File: src/rtl/alu_pkg.sv
// rtl/alu_pkg.sv - shared ALU operation codes, BCD constants and select decoder
package alu_pkg;

  typedef enum logic [2:0] {
    OP_NONE,
    OP_SUM,
    OP_SR,
    OP_AND,
    OP_EOR,
    OP_OR
  } alu_op_e;

  // A nibble sum above this value is not a valid BCD digit
  localparam logic [4:0] BCD_LIMIT = 5'd9;
  // Added to a nibble to skip the six unused codes A..F
  localparam logic [3:0] BCD_CORR  = 4'd6;

  // Fixed priority: SUMS > SRS > ANDS > EORS > ORS
  function automatic alu_op_e decode_op(input logic sums, input logic srs,
                                        input logic ands, input logic eors,
                                        input logic ors);
    if (sums)      return OP_SUM;
    else if (srs)  return OP_SR;
    else if (ands) return OP_AND;
    else if (eors) return OP_EOR;
    else if (ors)  return OP_OR;
    else           return OP_NONE;
  endfunction

endpackage

File: src/rtl/alu_bcd_adjust.sv
// rtl/alu_bcd_adjust.sv - decimal correction of an 8-bit binary sum
module alu_bcd_adjust
  import alu_pkg::*;
(
  input  logic [7:0] sum_i,
  input  logic       half_carry_i,
  input  logic       carry_i,
  output logic [7:0] sum_o,
  output logic       half_carry_o,
  output logic       carry_o
);

  logic [4:0] lo_sum;
  logic [4:0] hi_sum;
  logic       lo_fix;
  logic       hi_fix;
  logic [3:0] lo_out;
  logic [3:0] hi_out;

  // Rebuild nibble sums from the binary result and correct each digit by +6
  always_comb begin
    lo_sum = {half_carry_i, sum_i[3:0]};
    lo_fix = lo_sum > BCD_LIMIT;
    lo_out = sum_i[3:0] + (lo_fix ? BCD_CORR : 4'd0);
    // Low digit 10..15 carries decimally but not in binary: add that carry here
    hi_sum = {carry_i, sum_i[7:4]} + {4'd0, lo_fix & ~half_carry_i};
    hi_fix = hi_sum > BCD_LIMIT;
    hi_out = hi_sum[3:0] + (hi_fix ? BCD_CORR : 4'd0);
    sum_o        = {hi_out, lo_out};
    half_carry_o = lo_fix;
    carry_o      = hi_fix;
  end

endmodule

File: src/rtl/alu_block.sv
// rtl/alu_block.sv - 8-bit registered ALU; define ALU_DECIMAL_EN for decimal add
module alu_block
  import alu_pkg::*;
(
  input  logic       clk,
  input  logic       rst,
  input  logic       sig_DAA,
  input  logic       sig_CARRY_IN,
  input  logic       sig_SUMS,
  input  logic       sig_ANDS,
  input  logic       sig_EORS,
  input  logic       sig_ORS,
  input  logic       sig_SRS,
  input  logic [7:0] reg_A,
  input  logic [7:0] reg_B,
  output logic       sig_AVR,
  output logic       sig_ACR,
  output logic       sig_HC,
  output logic [7:0] ALU_OUT
);

  alu_op_e    op;
  logic [8:0] bin_sum;
  logic [4:0] lo_sum;
  logic       bin_ovf;
  logic [7:0] bcd_sum;
  logic       bcd_hc;
  logic       bcd_c;

  logic [7:0] alu_out_d, alu_out_q;
  logic       avr_d, avr_q;
  logic       acr_d, acr_q;
  logic       hc_d, hc_q;

  // Decode selects and form the binary sum, its nibble carry and overflow
  always_comb begin
    op      = decode_op(sig_SUMS, sig_SRS, sig_ANDS, sig_EORS, sig_ORS);
    bin_sum = {1'b0, reg_A} + {1'b0, reg_B} + {8'd0, sig_CARRY_IN};
    lo_sum  = {1'b0, reg_A[3:0]} + {1'b0, reg_B[3:0]} + {4'd0, sig_CARRY_IN};
    bin_ovf = (reg_A[7] == reg_B[7]) && (bin_sum[7] != reg_A[7]);
  end

  alu_bcd_adjust u_bcd_adjust (
    .sum_i        (bin_sum[7:0]),
    .half_carry_i (lo_sum[4]),
    .carry_i      (bin_sum[8]),
    .sum_o        (bcd_sum),
    .half_carry_o (bcd_hc),
    .carry_o      (bcd_c)
  );

`ifndef ALU_DECIMAL_EN
  // Binary-only build: decimal enable and corrected sum go nowhere
  logic unused_decimal;
  assign unused_decimal = ^{sig_DAA, bcd_sum, bcd_hc, bcd_c};
`endif

  // Next-state of result and flags; no select keeps the previous values
  always_comb begin
    alu_out_d = alu_out_q;
    avr_d     = avr_q;
    acr_d     = acr_q;
    hc_d      = hc_q;
    case (op)
      OP_SUM: begin
        alu_out_d = bin_sum[7:0];
        avr_d     = bin_ovf;
        acr_d     = bin_sum[8];
        hc_d      = lo_sum[4];
`ifdef ALU_DECIMAL_EN
        if (sig_DAA) begin
          alu_out_d = bcd_sum;
          acr_d     = bcd_c;
          hc_d      = bcd_hc;
        end
`endif
      end
      OP_SR: begin
        alu_out_d = {sig_CARRY_IN, reg_A[7:1]};
        avr_d     = 1'b0;
        acr_d     = reg_A[0];
        hc_d      = 1'b0;
      end
      OP_AND: begin
        alu_out_d = reg_A & reg_B;
        avr_d     = 1'b0;
        acr_d     = 1'b0;
        hc_d      = 1'b0;
      end
      OP_EOR: begin
        alu_out_d = reg_A ^ reg_B;
        avr_d     = 1'b0;
        acr_d     = 1'b0;
        hc_d      = 1'b0;
      end
      OP_OR: begin
        alu_out_d = reg_A | reg_B;
        avr_d     = 1'b0;
        acr_d     = 1'b0;
        hc_d      = 1'b0;
      end
      default: begin
        alu_out_d = alu_out_q;
      end
    endcase
  end

  // Output registers; reset clears result and flags regardless of selects
  always_ff @(posedge clk) begin
    if (rst) begin
      alu_out_q <= 8'h00;
      avr_q     <= 1'b0;
      acr_q     <= 1'b0;
      hc_q      <= 1'b0;
    end else begin
      alu_out_q <= alu_out_d;
      avr_q     <= avr_d;
      acr_q     <= acr_d;
      hc_q      <= hc_d;
    end
  end

  assign ALU_OUT = alu_out_q;
  assign sig_AVR = avr_q;
  assign sig_ACR = acr_q;
  assign sig_HC  = hc_q;

endmodule

File: config.mk
export PLATFORM = sky130hd
export DESIGN_NAME = alu_block
export DESIGN_NICKNAME = d
export VERILOG_FILES = /design/src/rtl/alu_pkg.sv /design/src/rtl/alu_bcd_adjust.sv /design/src/rtl/alu_block.sv
export SDC_FILE = /design/constraint.sdc
export NUM_CORES = 1
export LEC_CHECK = 0
export CAP_MARGIN = 15
export CORE_MARGIN = 2
export CORE_UTILIZATION = 48
export DETAILED_ROUTE_END_ITERATION = 8
export PLACE_DENSITY = 0.8
export SKIP_CTS_REPAIR_TIMING = 1
export SLEW_MARGIN = 20
export SYNTH_ARGS = -nofsm -noshare
export SYNTH_HDL_FRONTEND = slang
export SYNTH_SLANG_ARGS = --single-unit
File: constraint.sdc
create_clock -name clk -period 3.5 [get_ports clk]
set_input_delay 1.05 -clock clk [delete_from_list [all_inputs] [get_ports clk]]
set_output_delay 1.05 -clock clk [all_outputs]
set_load 0.05 [all_outputs]
==> run_results.csv <==
group,metric,value,unit
yosys,syn_nets,202,
sta,setup-violations-final,0,
setup_path,cp_slowest_cell,"clkdlybuf4s50_1",
place,gp_congestion,0.897,
detailed_routing,vias,1271,
clock_tree,h-tree-depth,1,
yosys,synth_largest_area_cell,"dfxtp_1",
cells_and_area,fin_nets,237,
clock_tree,clk_pin_slew_worst_paths,0.06,ns
yosys,yosys_register_bits,11,
place,portBuffers,34,
sta,fin_worst_skew,0,ns
sta,rsz0062_at_grt,"false",
cells_and_area,drive_above_1_share,10.4,%
setup_path,worstPathArrival,3.41,ns
global_routing,grt_max_degree,15,
floorplan,die_area,3130,sq um
yosys,ys.flop_type,"dfxtp_1",
power_and_ir_drop,p_leak,0.742,nW
detailed_routing,wl,3.12,mm
yosys,postSynthCellCount,159,
detailed_routing,drc_errors,0,
global_routing,grt_pass1_wl,5.40,mm
min_path,hp-class,"flop to flop",
clock_tree,root_buffer,"clkbuf_4",
power_and_ir_drop,pwr-share-clk,18.4,%
yosys,yosysSeqAreaShare,17.0,%
power_and_ir_drop,power_switching,0.182,mW
sta,holdWs,0.504,ns
place,dp_cells,219,
sta,period_minus_slack,3.24,ns
setup_path,crit_path_cell_trace,"clkdlybuf4s50_1 > inv_1 > fa_1 > fa_1 > nand2b_1 > a21oi_2 > a31o_2 > xnor2_1 > a2111oi_2",
power_and_ir_drop,intPower,0.283,mW
floorplan,die_h,55.9,um
sta,fmax,0.309,GHz
sta,slew_headroom,59.8,%
power_and_ir_drop,p_total,0.465,mW
cells_and_area,syn2layout_area_growth,29.9,%
setup_path,critPathKind,"input port to flop",
power_and_ir_drop,power_frac_comb,50.8,%
yosys,ys_types,45,
power_and_ir_drop,power_frac_seq,30.8,%
sta,tightestPinTransition,0.601,ns
sta,finalHoldViolations,0,
power_and_ir_drop,power_density,276,nW/um^2
global_routing,grt-ovfl-total,0,
global_routing,antenna_found_initial,0,
sta,maxSlewViolCount,0,
yosys,yosys-top-cells-area,"dfxtp_1, ha_1, a2111oi_2",
yosys,synth_top_area_share,17.0,%
yosys,synth-edff-count,0,
clock_tree,cts_buffers,3,
detailed_routing,dr.first_iter.drc_count,36,
sta,min_period_over_period,92.6,%
global_routing,track_usage,21.4,%
detailed_routing,firstDrtPassIters,4,
floorplan,start_util,51.3,%
yosys,syn_area_per_cell,8.14,sq um
detailed_routing,wire_per_inst,14.0,um
setup_path,slowest_delay,0.49,ns
floorplan,ioPinCount,36,
place,dp_hpwl,2.61,mm
setup_path,required,3.67,ns
floorplan,core,2520,sq um
cells_and_area,fin_cells,223,
setup_path,end_kind,"flop",
power_and_ir_drop,p_sw_share,39.1,%
sta,finalSetupTns,0,ns
yosys,yosysWarnings,0,
setup_path,cp_common_cell,"fa_1",
clock_tree,clock_latency,0.27,ns
clock_tree,cts.sinks,11,
run_status,outcome,"complete, no violations",
global_routing,grt_pass1_vias,1231,
clock_tree,clockBufferDepth,2,
setup_path,start_kind,"input port",
yosys,synthArstFlopShare,0,%
yosys,syn_area,1290,sq um
clock_tree,tritoncts,"done",
cells_and_area,diodes,0,
detailed_routing,ant_nets,0,
run,cap_violations,0,
power_and_ir_drop,worst_ir_drop_vdd,0.263,mV
floorplan,die_width,55.9,um
floorplan,rows,18,
detailed_routing,via_per_inst,5.70,
setup_path,path_max_fanout,2,
path summary, 6_finish.rpt:
check	start	end	slack (ns)	cells after the start
worst min register to register	ALU_OUT[5]	ALU_OUT[5]	0.50	2
worst max-delay path	reg_A[0]	ALU_OUT[6]	0.26	9
worst max register to register	sig_AVR	sig_AVR	2.68	2
worst min-delay path	ALU_OUT[5]	ALU_OUT[5]	0.50	2
final cells by class:
class / instances / area [sq um]
Multi-Input combinational cell: 120 / 952
Inverter: 20 / 75.1
Fill cell: 215 / 841
Tap cell: 30 / 37.5
Clock buffer: 4 / 26.3
Timing Repair Buffer: 38 / 370
Sequential cell: 11 / 220
worst max-delay path, delay by kind of cell:
kind | cells | cell delay [ns]
AOI/OAI and AO/OA | 3 | 0.67
xor gates and xnor gates | 1 | 0.10
buffers and inverters | 2 | 0.57
and+or+nand+nor | 1 | 0.17
adders and majority gates | 2 | 0.84
synth_stat cells (2+ instances only):
| library cell | n |
|---|---|
| a221oi_1 | 2 |
| nor2b_1 | 2 |
| inv_1 | 20 |
| xnor2_1 | 3 |
| and3_1 | 2 |
| nor2_1 | 17 |
| a2111oi_2 | 6 |
| nor3_1 | 6 |
| o21ai_1 | 2 |
| buf_2 | 5 |
| a211oi_1 | 4 |
| a21o_1 | 2 |
| o21ai_0 | 3 |
| a2111oi_1 | 3 |
| o22ai_1 | 2 |
| nand3b_1 | 3 |
| a21oi_1 | 11 |
| dfxtp_1 | 11 |
| nand2_1 | 6 |
| fa_1 | 2 |
| a221o_1 | 2 |
| and3b_1 | 2 |
| xor2_1 | 2 |
| nand2b_1 | 5 |
| ha_1 | 16 |
flip-flops by register name (all words and copies together) (netlist names):
| register | cells |
|---|---|
| ALU_OUT | 8 |
| sig_ACR | 1 |
| sig_AVR | 1 |
| sig_HC | 1 |
power groups by stage:
| stage | registers [mW] | clock network (mW) | logic [mW] |
|---|---|---|---|
| 2_1_floorplan | 0.187 | 0 | 0.114 |
| 3_3_place_gp | 0.145 | 0 | 0.231 |
| 3_5_place_dp | 0.146 | 0 | 0.235 |
| 4_1_cts | 0.143 | 0.0883 | 0.236 |
| 5_1_grt | 0.144 | 0.0935 | 0.255 |
| 6_report | 0.143 | 0.0854 | 0.236 |
logic make-up after synthesis:
logic type                 share of synthesized area [%]
and+or+nand+nor                                     23.0
AOI/OAI and AO/OA                                   28.6
buffers and inverters                               9.47
adders and majority gates                           18.6
DFF                                                 17.0
xor gates and xnor gates                            3.38
per-stage QoR:
step | utilization, % | area (sq um) | worst slack, ns
floorplan | - | 1290 | 0.572
global placement | 65.6 | 1660 | 0.0361
detailed placement | 65.6 | 1660 | -0.0108
CTS | 66.7 | 1680 | 0.256
global route | 66.7 | 1680 | 0.135
finish | 66.7 | 1680 | 0.260
placed cells by master, fill, tap and decap left out, drive strengths merged, types with 2 or more instances in the layout:
cell type      count
clkdlybuf4s50     34
nor2              17
xnor2              3
nand2              7
xor2               2
a221oi             2
o22ai              2
dfxtp             11
nand2b             5
nand3b             3
clkbuf             4
nor4               2
nor3b              2
inv               20
nor2b              2
a211oi             4
o21ai              5
and3b              2
a2111oi            9
a21oi             12
and3               2
buf                4
nor3               7
fa                 2
a221o              2
ha                16
a21o               2
layer usage:
layer | vias to the layer above | routed length (um) | global-route usage (%)
met5 | - | 0 | 0
met4 | 0 | 71 | 10.9
met3 | 10 | 226 | 2.09
met2 | 54 | 1460 | 34.9
met1 | 568 | 1360 | 28.1
li1 | 639 | - | -
Note: power is estimated with default switching activity, not from simulation.
